==> config.mk <==
export PLATFORM = sky130hd
export DESIGN_NAME = mips_run_ctrl_flat
export DESIGN_NICKNAME = d
export VERILOG_FILES = /design/src/rtl/mips_run_ctrl_pkg.sv /design/src/rtl/mips_run_ctrl_if.sv /design/src/rtl/mips_run_ctrl_run_counter.sv /design/src/rtl/mips_run_ctrl.sv /design/src/flat_wrapper.sv
export SDC_FILE = /design/constraint.sdc
export NUM_CORES = 1
export LEC_CHECK = 0
export CORE_UTILIZATION = 53
export CTS_CLUSTER_DIAMETER = 150
export DETAILED_ROUTE_END_ITERATION = 10
export GPL_TIMING_DRIVEN = 0
export PLACE_DENSITY = 0.8
export RECOVER_POWER = 25
export SYNTH_ARGS = -nofsm -noshare
export SYNTH_HDL_FRONTEND = slang
export SYNTH_SLANG_ARGS = --single-unit
==> constraint.sdc <==
create_clock -name clk -period 3.4 [get_ports clk]
set_input_delay 0.68 -clock clk [delete_from_list [all_inputs] [get_ports clk]]
set_output_delay 0.68 -clock clk [all_outputs]
set_load 0.05 [all_outputs]
==> src/rtl/mips_run_ctrl_pkg.sv <==
// Shared definitions for the MIPS run controller: FSM state encoding and default knobs.
package mips_run_ctrl_pkg;

    typedef enum logic [1:0] {
        ST_RESET   = 2'd0,
        ST_RUN     = 2'd1,
        ST_HALTED  = 2'd2,
        ST_TIMEOUT = 2'd3
    } runState_t;

    localparam int DEF_RST_CYCLES  = 4;
    localparam int DEF_HALT_REPEAT = 3;
    localparam int DEF_MAX_CYCLES  = 10000;
    localparam int DEF_PC_W        = 32;
    localparam int DEF_CNT_W       = 32;

endpackage

==> src/rtl/mips_run_ctrl_if.sv <==
// Bundle between the run controller and the core/bench side: restart and PC in,
// reset/run gating, completion flags and the RUN cycle count out.
interface mips_run_ctrl_if #(
    parameter int PC_W  = mips_run_ctrl_pkg::DEF_PC_W,
    parameter int CNT_W = mips_run_ctrl_pkg::DEF_CNT_W
);
    logic             restart;
    logic [PC_W-1:0]  pc;
    logic             cpu_reset;
    logic             cpu_run;
    logic             done;
    logic             timeout;
    logic [CNT_W-1:0] cycle_cnt;

    // The core side owns restart/pc and watches the controller's outputs.
    modport master (
        output restart, pc,
        input  cpu_reset, cpu_run, done, timeout, cycle_cnt
    );

    modport slave (
        input  restart, pc,
        output cpu_reset, cpu_run, done, timeout, cycle_cnt
    );
endinterface

==> src/rtl/mips_run_ctrl_run_counter.sv <==
// Up-counter with synchronous clear (priority over enable) and a flag that is high
// while the count equals LAST.
module run_counter #(
    parameter int           W    = 8,
    parameter logic [W-1:0] LAST = '1
) (
    input  logic         clk,
    input  logic         reset,
    input  logic         clr_i,
    input  logic         en_i,
    output logic [W-1:0] cnt_o,
    output logic         term_o
);

    logic [W-1:0] cnt_q;

    always_ff @(posedge clk or posedge reset) begin
        if (reset) begin
            cnt_q <= '0;
        end else if (clr_i) begin
            cnt_q <= '0;
        end else if (en_i) begin
            cnt_q <= cnt_q + W'(1);
        end
    end

    assign cnt_o  = cnt_q;
    assign term_o = (cnt_q == LAST);

endmodule

==> src/rtl/mips_run_ctrl.sv <==
// Run controller for the MIPS core: stretches reset, gates execution, counts RUN
// cycles, and ends the run on a PC self-loop (done) or an exhausted budget (timeout).
module mips_run_ctrl
    import mips_run_ctrl_pkg::*;
#(
    parameter int RST_CYCLES  = DEF_RST_CYCLES,
    parameter int HALT_REPEAT = DEF_HALT_REPEAT,
    parameter int MAX_CYCLES  = DEF_MAX_CYCLES,
    parameter int PC_W        = DEF_PC_W,
    parameter int CNT_W       = DEF_CNT_W
) (
    input  logic           clk,
    input  logic           reset,
    mips_run_ctrl_if.slave bus
);

    localparam int RST_W = $clog2(RST_CYCLES) + 1;
    localparam int REP_W = $clog2(HALT_REPEAT) + 1;

    runState_t        state_q;
    logic             cpuReset_q;
    logic             cpuRun_q;
    logic             done_q;
    logic             timeout_q;
    logic             prevValid_q;
    logic [PC_W-1:0]  prevPc_q;
    logic [REP_W-1:0] repCnt_q;
    logic [REP_W-1:0] repCnt_d;

    logic [RST_W-1:0] rstCnt;
    logic [CNT_W-1:0] cycleCnt;
    logic             rstTerm;
    logic             cycTerm;
    logic             rstEn;
    logic             rstClr;
    logic             cycEn;
    logic             pcSame;
    logic             haltHit;
    logic             unusedRstCnt;

    // The stretch counter restarts from zero whenever restart is held and is cleared
    // as RUN is entered, so a later restart always gets the full stretch.
    assign rstEn  = (state_q == ST_RESET) && !bus.restart;
    assign rstClr = bus.restart || ((state_q == ST_RESET) && rstTerm);
    assign cycEn  = (state_q == ST_RUN) && !bus.restart;

    run_counter #(
        .W    (RST_W),
        .LAST (RST_W'(RST_CYCLES - 1))
    ) u_rstCounter (
        .clk    (clk),
        .reset  (reset),
        .clr_i  (rstClr),
        .en_i   (rstEn),
        .cnt_o  (rstCnt),
        .term_o (rstTerm)
    );

    run_counter #(
        .W    (CNT_W),
        .LAST (CNT_W'(MAX_CYCLES - 1))
    ) u_cycleCounter (
        .clk    (clk),
        .reset  (reset),
        .clr_i  (bus.restart),
        .en_i   (cycEn),
        .cnt_o  (cycleCnt),
        .term_o (cycTerm)
    );

    assign unusedRstCnt = ^rstCnt;

    // repCnt counts repeats beyond the first sample, so a halt needs HALT_REPEAT-2
    // earlier repeats plus the current matching PC.
    assign pcSame   = prevValid_q && (bus.pc == prevPc_q);
    assign repCnt_d = pcSame ? repCnt_q + REP_W'(1) : '0;
    assign haltHit  = pcSame && (repCnt_q == REP_W'(HALT_REPEAT - 2));

    always_ff @(posedge clk or posedge reset) begin
        if (reset) begin
            state_q     <= ST_RESET;
            cpuReset_q  <= 1'b1;
            cpuRun_q    <= 1'b0;
            done_q      <= 1'b0;
            timeout_q   <= 1'b0;
            prevValid_q <= 1'b0;
            prevPc_q    <= '0;
            repCnt_q    <= '0;
        end else if (bus.restart) begin
            state_q     <= ST_RESET;
            cpuReset_q  <= 1'b1;
            cpuRun_q    <= 1'b0;
            done_q      <= 1'b0;
            timeout_q   <= 1'b0;
            prevValid_q <= 1'b0;
            prevPc_q    <= '0;
            repCnt_q    <= '0;
        end else begin
            case (state_q)
                ST_RESET: begin
                    if (rstTerm) begin
                        state_q    <= ST_RUN;
                        cpuReset_q <= 1'b0;
                        cpuRun_q   <= 1'b1;
                    end
                end
                ST_RUN: begin
                    prevPc_q    <= bus.pc;
                    prevValid_q <= 1'b1;
                    repCnt_q    <= repCnt_d;
                    // A halt seen on the budget's last edge still counts as a clean finish.
                    if (haltHit) begin
                        state_q  <= ST_HALTED;
                        cpuRun_q <= 1'b0;
                        done_q   <= 1'b1;
                    end else if (cycTerm) begin
                        state_q   <= ST_TIMEOUT;
                        cpuRun_q  <= 1'b0;
                        timeout_q <= 1'b1;
                    end
                end
                default: begin
                end
            endcase
        end
    end

    assign bus.cpu_reset = cpuReset_q;
    assign bus.cpu_run   = cpuRun_q;
    assign bus.done      = done_q;
    assign bus.timeout   = timeout_q;
    assign bus.cycle_cnt = cycleCnt;

endmodule
==> src/flat_wrapper.sv <==
// flat-port wrapper written by rule: the top's interface ports become plain ports
module mips_run_ctrl_flat import mips_run_ctrl_pkg::*;
#(
    parameter int RST_CYCLES  = DEF_RST_CYCLES,
    parameter int HALT_REPEAT = DEF_HALT_REPEAT,
    parameter int MAX_CYCLES  = DEF_MAX_CYCLES,
    parameter int PC_W        = DEF_PC_W,
    parameter int CNT_W       = DEF_CNT_W
)
  (clk, reset, bus_restart, bus_pc, bus_cpu_reset, bus_cpu_run, bus_done, bus_timeout, bus_cycle_cnt);
  mips_run_ctrl_if #(.PC_W(PC_W), .CNT_W(CNT_W)) bus_i ();
  input  logic clk;
  input  logic reset;
  input wire logic [$bits(bus_i.restart)-1:0] bus_restart;
  input wire logic [$bits(bus_i.pc)-1:0] bus_pc;
  output wire logic [$bits(bus_i.cpu_reset)-1:0] bus_cpu_reset;
  output wire logic [$bits(bus_i.cpu_run)-1:0] bus_cpu_run;
  output wire logic [$bits(bus_i.done)-1:0] bus_done;
  output wire logic [$bits(bus_i.timeout)-1:0] bus_timeout;
  output wire logic [$bits(bus_i.cycle_cnt)-1:0] bus_cycle_cnt;
  assign bus_i.restart = bus_restart;
  assign bus_i.pc = bus_pc;
  assign bus_cpu_reset = bus_i.cpu_reset;
  assign bus_cpu_run = bus_i.cpu_run;
  assign bus_done = bus_i.done;
  assign bus_timeout = bus_i.timeout;
  assign bus_cycle_cnt = bus_i.cycle_cnt;
  mips_run_ctrl #(.RST_CYCLES(RST_CYCLES), .HALT_REPEAT(HALT_REPEAT), .MAX_CYCLES(MAX_CYCLES), .PC_W(PC_W), .CNT_W(CNT_W)) u_core (.clk(clk), .reset(reset), .bus(bus_i));
endmodule
==> impl_metrics.yaml, run 1 <==
finish:
  nFillCells: 564
  seq_area_um2: 1930
  layout-drive-gt1-share: 0.0533
  diodes: 0
  fin_cells: 624
  final_nets: 560
  multi_input_area_um2: 1940
  area_growth_pct: 27.5
yosys:
  synth_compound_area_frac: 0.0762
  post_synth_xor_area_fraction: 0.125
  yosys.area.top_type: "dfrtp_1"
  synthesis.nets: 478
  ys_types: 47
  synthFlopType: "dfrtp_1"
  yosys_warnings: 0
  synth_adder_area_share: 0.0157
  async_flop_share: 1.00
  yosysTopAreaCellShare: 0.477
  synth_edf_count: 0
  synth_top_family_by_area: "simple AND/OR/NAND/NOR gates"
  synthTopCellsByArea: "dfrtp_1 48%, nand2_1 8.2%, xnor2_1 7.0%"
  synthTopCellsByCount: "87 x nand2_1, 76 x dfrtp_1, 42 x nor2_1, 38 x a21oi_1, 32 x xnor2_1"
  synthSimpleGateAreaFrac: 0.267
  ys_seq_area_frac: 0.483
  synthMuxAreaShare: 0.00251
  synth_area_um2: 3990
  synthCells: 438
  yosysMostFrequentCell: "nand2_1"
  ys_ff_latch: 77
  avgSynthCellArea_um2: 9.11
placement:
  portBuffers: 70
  dp_cells: 608
  gp_congestion: 0.863
  place_hpwl_mm: 6.95
clock_tree:
  hold_buffers: 0
  post_cts_buffers: 0
  path_clk_slew_ns: 0.08
  worstSkewPairLatency_ns: 0.36
  cts_htree_levels: 3
  cts_buffers: 9
  cts_tree: "yes"
  cts_buffer_depth: 2
  cts_root_buf: "clkbuf_8"
  cts.sinks: 77
  cts_resized: 0
sta:
  hold_slack_ns: 0.461
  finalSetupViolCount: 0
  clock_skew_ns: 0.0104
  hold_viol: 0
  fin_crit_sh: 0.780
  max_freq_mhz: 377
  rsz0062_at_grt: "false"
  worst-slew-pin-transition_ns: 1.56
  slew_violations: 66
  max-slew-margin-rel: -0.0392
  period_minus_slack_ns: 2.65
detailed_routing:
  wirelength_mm: 9.61
  dr.first_iter.drc_count: 224
  wl_per_cell_um: 15.4
  drcViolationCount: 0
  avgViaCountPerCell: 5.54
  dr.pass1.iters: 4
  antenna_left: 0
  vias: 3460
grt:
  grt_pass1_wl_mm: 16.0
  grt.total_usage: 0.267
  grt_pass1_vias: 3472
  grt-ovfl-total: 0
  antenna_found_initial: 0
  grt_max_degree: 66
floorplanning:
  initial_core_util: 0.550
  design.core.area_um2: 7250
  fp.dieH_um: 88.8
  die_area_um2: 7880
  die_width_um: 88.8
  io_pins: 71
  rows: 31
status:
  violations: "max-capacitance violations, max-slew violations"
  status: "finished with violations"
critical_path:
  r2r_cells: 6
  cp-start-kind: "input port"
  regToRegSetupSlack_ns: 1.17
  critPathMaxFanout: 65
  r2r-start: "u_core.prevPc_q[8]"
  cp.required_ns: 3.59
  end_kind: "asynchronous set/reset pin"
  reg2reg_to: "u_core.bus.timeout"
  arrival_ns: 2.84
  worst-setup-path-type: "in -> async"
min_path:
  hp-start: "u_core.bus.cpu_reset"
  min_path_cells: 2
  hold_class: "reg -> reg"
  min_to: "u_core.bus.cpu_reset"
power_and_ir_drop:
  power.density_nw_per_um2: 452
  p_leak_uw: 0.00205
  ir_drop_mv: 0.239
job:
  cap_violations: 1
-- report_power, final --
part | total, uW | switching [uW] | leakage, uW | internal [uW]
clock | 922 | 339 | 0.000131 | 583
combinational | 371 | 224 | 0.000853 | 147
sequential | 1010 | 38.9 | 0.00107 | 967
-- final cells by class --
cell class                      count  share of cell area
Buffer                             19              0.0155
Clock buffer                       12              0.0285
Clock inverter                      4              0.0236
Inverter                           11             0.00836
Multi-Input combinational cell    331               0.382
Sequential cell                    77               0.379
Tap cell                           99              0.0244
Timing Repair Buffer               71               0.139
-- cells by family after synthesis --
logic type	count (synthesis)
flops	77
xor+xnor	57
simple gates	215
fa+ha+maj	5
compound gates	53
buf+inv	30
mux	1
-- per-layer routing --
metal,track usage,part of all wire,wire length (um)
met2,0.457,0.51,4850
met5,0,0,0
met1,0.344,0.43,4150
met3,0.0401,0.049,471
met4,0.0997,0.013,128
-- registers in the layout (all words and copies together) (netlist names), 2 cells and up --
signal,flops
u_core.u_rstCounter.cnt_o,3
u_core.u_cycleCounter.cnt_o,32
u_core.state_q,2
u_core.repCnt_q,3
u_core.prevPc_q,32
-- cell usage in the layout, fill, tap and decap left out, drive strengths merged, types with 3 or more instances in the layout --
| master | netlist | final |
|---|---|---|
| nor4 | 10 | 10 |
| buf | 7 | 7 |
| o21ai | 5 | 5 |
| dfrtp | 76 | 76 |
| xor2 | 25 | 25 |
| xnor2 | 32 | 32 |
| nand4 | 18 | 18 |
| nor3 | 6 | 6 |
| and2 | 5 | 5 |
| clkbuf | 12 | 25 |
| and4 | 3 | 3 |
| nand2 | 88 | 88 |
| nand3 | 13 | 13 |
| a21oi | 38 | 38 |
| clkdlybuf4s50 | 0 | 69 |
| nor2 | 42 | 42 |
| bufinv | 0 | 4 |
| inv | 11 | 10 |
| and3 | 6 | 6 |
| nand2b | 11 | 11 |
| ha | 5 | 5 |
-- critical path, cell delays in order --
cell           delay [ns]
dlygate4sd3_1        0.54
clkinvlp_2           0.35
clkbuf_2             1.20
-- how the worst max path moves through the flow --
stage / startpoint / to
after global routing: reset / u_core.prevPc_q[29]
after floorplan: reset / u_core.bus.cpu_run
after CTS: bus_pc[22] / u_core.bus.timeout
after global placement: reset / u_core.u_rstCounter.cnt_o[2]
after detailed placement: bus_pc[22] / u_core.bus.timeout
final: reset / u_core.u_cycleCounter.cnt_o[10]
-- per-stage QoR --
stage          total power [uW]   util  setup slack [ns]  TNS, ns  cell area (um^2)
2_1_floorplan              1250      -             0.755        0              3990
3_3_place_gp               1380  0.664            -0.508   -38.24              4810
3_5_place_dp               1400  0.668             0.397        0              4840
4_1_cts                    2300  0.705             0.793        0              5110
5_1_grt                    2390  0.701             0.316        0              5090
6_report                   2300  0.701             0.749        0              5090
No activity file was read; power rests on OpenSTA's default activity.
==> run 2: changes to the inputs <==
CORE_UTILIZATION = 48   (was 53)
PLACE_DENSITY = 0.77   (was 0.8)
clock period = 2.3 ns   (was 3.4 ns; I/O delays follow)
==> impl_metrics.yaml, run 2 (synthesis results as in run 1) <==
critical_path:
  cp.required_ns: 2.55
  crit_cells: 6
  worst-setup-path-type: "reg -> reg"
  cpPeakStageDelay_ns: 0.56
  crit_path_cell_trace: "xnor2_1 > nand4_1 > or4b_1 > nor4_2 > nand4b_1 > a32o_1"
  r2r_cells: 6
  cpMaxStageDelayCell: "or4b_1"
  cp-start-kind: "register"
  path_buf_inv: 0
  arrival_ns: 2.53
  crit_family: "simple AND/OR/NAND/NOR gates"
  critPathMaxFanout: 3
  end_kind: "register"
finish:
  finalInstanceArea_um2: 5100
  layout-drive-gt1-share: 0.0665
  multi_input_area_um2: 1970
  area_growth_pct: 27.7
  nFillCells: 655
  diodes: 0
  layout_commonest_cell: "nand2_1"
  seq_area_um2: 1930
  final_cell_mix: "87 x nand2_1, 76 x dfrtp_1, 62 x clkdlybuf4s50_1"
  final_nets: 562
sta:
  rsz0062_at_grt: "true"
  fin_crit_sh: 0.992
  clock_skew_ns: 0.0136
  hold_viol: 0
  finalSetupViolCount: 0
  slew_violations: 0
  max_freq_mhz: 438
  period_minus_slack_ns: 2.28
  worst-slew-pin-transition_ns: 0.991
  fin_setup_tns_ns: 0
  max-slew-margin-rel: 0.335
power_and_ir_drop:
  p_int_uw: 2200
  combPwrFrac: 0.178
  ir_drop_mv: 0.365
  clockPowerShare: 0.339
  p_sw_uw: 883
  p_seq_frac: 0.482
  power.density_nw_per_um2: 606
  p_sw_frac: 0.286
  p_leak_uw: 0.00211
grt:
  grt_max_degree: 33
  grt_pass1_vias: 3409
  grt_pass1_wl_mm: 16.2
  grt-ovfl-total: 0
  antenna_found_initial: 0
  grt.total_usage: 0.241
floorplanning:
  io_pins: 71
  design.core.area_um2: 7890
  rows: 32
  die_area_um2: 8680
  initial_core_util: 0.506
  fp.dieH_um: 93.2
  die_width_um: 93.2
detailed_routing:
  antenna_left: 0
  wl_per_cell_um: 15.1
  vias: 3402
  drcViolationCount: 0
  dr.pass1.iters: 4
  dr.first_iter.drc_count: 139
  avgViaCountPerCell: 5.42
  wirelength_mm: 9.50
clock_tree:
  cts.sinks: 77
  cts_tree: "yes"
  worstSkewPairLatency_ns: 0.36
  cts_buffers: 9
  path_clk_slew_ns: 0.07
  cts_root_buf: "clkbuf_8"
  cts_htree_levels: 3
  cts_buffer_depth: 2
placement:
  portBuffers: 70
  gp_congestion: 1.00
  place_hpwl_mm: 7.07
  place_area_um2: 4860
min_path:
  min_path_cells: 3
  hold_class: "in -> reg"
job:
  cap_violations: 0
status:
  status: "complete, no violations"
run 2: worst paths after layout:
kind	startpoint	to	slack, ns
setup / recovery	u_core.prevPc_q[13]	u_core.bus.timeout	0.02
hold / removal	bus_pc[13]	u_core.prevPc_q[13]	0.39
setup reg to reg	u_core.prevPc_q[13]	u_core.bus.timeout	0.02
hold reg to reg	u_core.bus.cpu_reset	u_core.bus.cpu_reset	0.46
max in group asynchronous	reset	u_core.bus.cpu_reset	0.41
min in group asynchronous	reset	u_core.u_cycleCounter.cnt_o[26]	0.71
run 2: tightest hold or removal path: cells and delay by family:
kind | cells | cell delay (ns)
AO/OA/AOI/OAI | 1 | 0.05
buffers and inverters | 1 | 0.14
AND/OR/NAND/NOR | 1 | 0.06
run 2: power by group through the flow:
stage                     combinational [uW]  sequential (uW)  clock [uW]
final                                    550             1490        1050
after CTS                                559             1490        1060
after global placement                   532             1510           0
after detailed placement                 555             1510           0
after floorplan                          304             1550           0
after global routing                     609             1500        1130
run 2: final cells by class:
type | instances | area share
Timing Repair Buffer | 73 | 0.147
Sequential cell | 77 | 0.378
Buffer | 19 | 0.0155
Clock inverter | 4 | 0.00933
Multi-Input combinational cell | 331 | 0.387
Inverter | 11 | 0.00835
Tap cell | 102 | 0.0250
Clock buffer | 11 | 0.0297
run 2: repair_timing:
item / in CTS / in global routing
pin swaps: 5 / 7
gates resized for setup: 3 / 8
setup endpoints to repair: 3 / 3
hold buffers: 0 / 0
setup buffers: 0 / 1
run 2: metal layers:
layer | global-route usage | up-vias | share of wire
met5 | 0 | - | 0
met2 | 0.385 | 85 | 0.49
li1 | - | 1647 | -
met3 | 0.0504 | 13 | 0.044
met1 | 0.329 | 1657 | 0.45
met4 | 0.0756 | 0 | 0.016
run 2: metrics by stage:
step / hold WS, ns / utilization / std cells / power [uW] / setup slack, ns
6_report: 0.394 / 0.646 / 628 / 3090 / 0.0185
4_1_cts: 0.466 / 0.643 / 627 / 3100 / 0.00304
3_5_place_dp: 0.456 / 0.616 / 612 / 2070 / -0.537
2_1_floorplan: 0.489 / - / 438 / 1860 / 0.0393
5_1_grt: 0.395 / 0.646 / 628 / 3240 / -0.0356
3_3_place_gp: 0.447 / 0.611 / 610 / 2040 / -0.514
==> run 3: changes to the inputs <==
MAX_ROUTING_LAYER = met4   (was unset)
==> impl_metrics.yaml, run 3 (synthesis results as in run 1) <==
sta:
  fin_setup_tns_ns: 0
  worst-slew-pin-transition_ns: 0.908
  fin_crit_sh: 0.959
  finalSetupViolCount: 0
  rsz0062_at_grt: "true"
  hold_slack_ns: 0.402
  slew_violations: 0
  hold_viol: 0
  max_freq_mhz: 453
  clock_skew_ns: 0.0118
  period_minus_slack_ns: 2.21
  max-slew-margin-rel: 0.391
clock_tree:
  cts_htree_levels: 3
  cts_root_buf: "clkbuf_8"
  path_clk_slew_ns: 0.08
  cts_buffer_depth: 2
  cts_tree: "yes"
  cts_buffers: 9
  cts.sinks: 77
  worstSkewPairLatency_ns: 0.35
  hold_buffers: 0
finish:
  final_cell_mix: "87 x nand2_1, 76 x dfrtp_1, 56 x clkdlybuf4s50_1"
  finalInstanceArea_um2: 5200
  final_nets: 563
  layout-drive-gt1-share: 0.0795
  diodes: 0
  fin_util: 0.660
  layout_commonest_cell: "nand2_1"
  fin_cells: 630
  area_growth_pct: 30.4
floorplanning:
  die_area_um2: 8680
  rows: 32
  initial_core_util: 0.506
  design.core.area_um2: 7890
  io_pins: 71
  fp.dieH_um: 93.2
  die_width_um: 93.2
critical_path:
  r2r-start: "u_core.prevPc_q[13]"
  arrival_ns: 2.42
  cp.required_ns: 2.52
  regToRegSetupSlack_ns: 0.10
  crit_path_cell_trace: "clkdlybuf4s50_1 > o22ai_1 > or4_4 > nor4_4 > nand4b_1 > buf_4 > o2bb2ai_1"
  end_kind: "register"
  cpPeakStageDelay_ns: 0.54
  r2r_cells: 7
  reg2reg_to: "u_core.bus.cpu_run"
  cpMaxStageDelayCell: "or4_4"
  critPathMaxFanout: 3
  cp-start-kind: "input port"
  worst-setup-path-type: "in -> reg"
min_path:
  hp-start: "bus_pc[13]"
  hold_class: "in -> reg"
  min_path_cells: 3
  min_to: "u_core.prevPc_q[13]"
grt:
  grt_pass1_wl_mm: 16.4
  grt-ovfl-total: 0
  antenna_found_initial: 0
  grt_max_degree: 33
  grt_pass1_vias: 3441
  grt.total_usage: 0.251
placement:
  portBuffers: 70
  gp_congestion: 1.01
  dp_cells: 612
  place_area_um2: 4860
  place_hpwl_mm: 7.19
detailed_routing:
  dr.first_iter.drc_count: 144
  vias: 3462
  wirelength_mm: 9.62
  antenna_left: 0
  avgViaCountPerCell: 5.50
  drcViolationCount: 0
  wl_per_cell_um: 15.3
  dr.pass1.iters: 5
job:
  cap_violations: 0
status:
  status: "complete, no violations"
power_and_ir_drop:
  power.density_nw_per_um2: 630
  p_leak_uw: 0.00222
  ir_drop_mv: 0.372
## run 3: layer usage
| layer | part of all wire | up-vias | GRT usage |
|---|---|---|---|
| met2 | 0.49 | 99 | 0.392 |
| li1 | - | 1652 | - |
| met3 | 0.046 | 17 | 0.0317 |
| met5 | 0 | - | - |
| met4 | 0.021 | 0 | 0.110 |
| met1 | 0.45 | 1694 | 0.330 |
## run 3: critical path: cells and delay by family
family / cells / cell delay (ns)
AOI/OAI and AO/OA: 2 / 0.23
buffers and inverters: 2 / 0.69
and+or+nand+nor: 3 / 1.04
## run 3: layout make-up
class	instances	area, um^2
multi-input cells	331	2020
repair buffers	74	772
clock inverters	6	111
clock buffers	10	128
inverters	11	42.5
plain buffers	19	78.8
flip-flops and latches	77	1930
well taps	102	128
fillers	652	2680
## run 3: what timing repair did
item,in CTS,in global routing
pin swaps,3,6
setup buffers,1,1
cloned,0,0
setup endpoints to repair,3,5
gates resized for setup,3,21
## run 3: power breakdown
group	leakage, uW	switching (uW)	internal [uW]
Clock	0.000116	499	721
Sequential	0.00107	61.8	1430
Combinational	0.00104	337	229
## run 3: how the worst max path moves through the flow
stage | endpoint | cells past startpoint | startpoint | slack (ns)
2_1_floorplan | u_core.u_cycleCounter.cnt_o[30] | 7 | u_core.u_cycleCounter.cnt_o[0] | 0.04
4_1_cts | u_core.bus.cpu_run | 8 | bus_pc[8] | 0.001
5_1_grt | u_core.state_q[1] | 7 | u_core.prevPc_q[13] | -0.003
6_report | u_core.bus.cpu_run | 7 | bus_pc[19] | 0.09
3_5_place_dp | u_core.bus.timeout | 7 | bus_pc[8] | -0.55
3_3_place_gp | u_core.bus.timeout | 7 | bus_pc[8] | -0.52
## run 3: per-stage QoR
step,worst slack (ns),total power (uW)
finish,0.0948,3280
global route,-0.00268,3440
CTS,0.000972,3290
detailed placement,-0.551,2070
global placement,-0.515,2040
floorplan,0.0393,1860
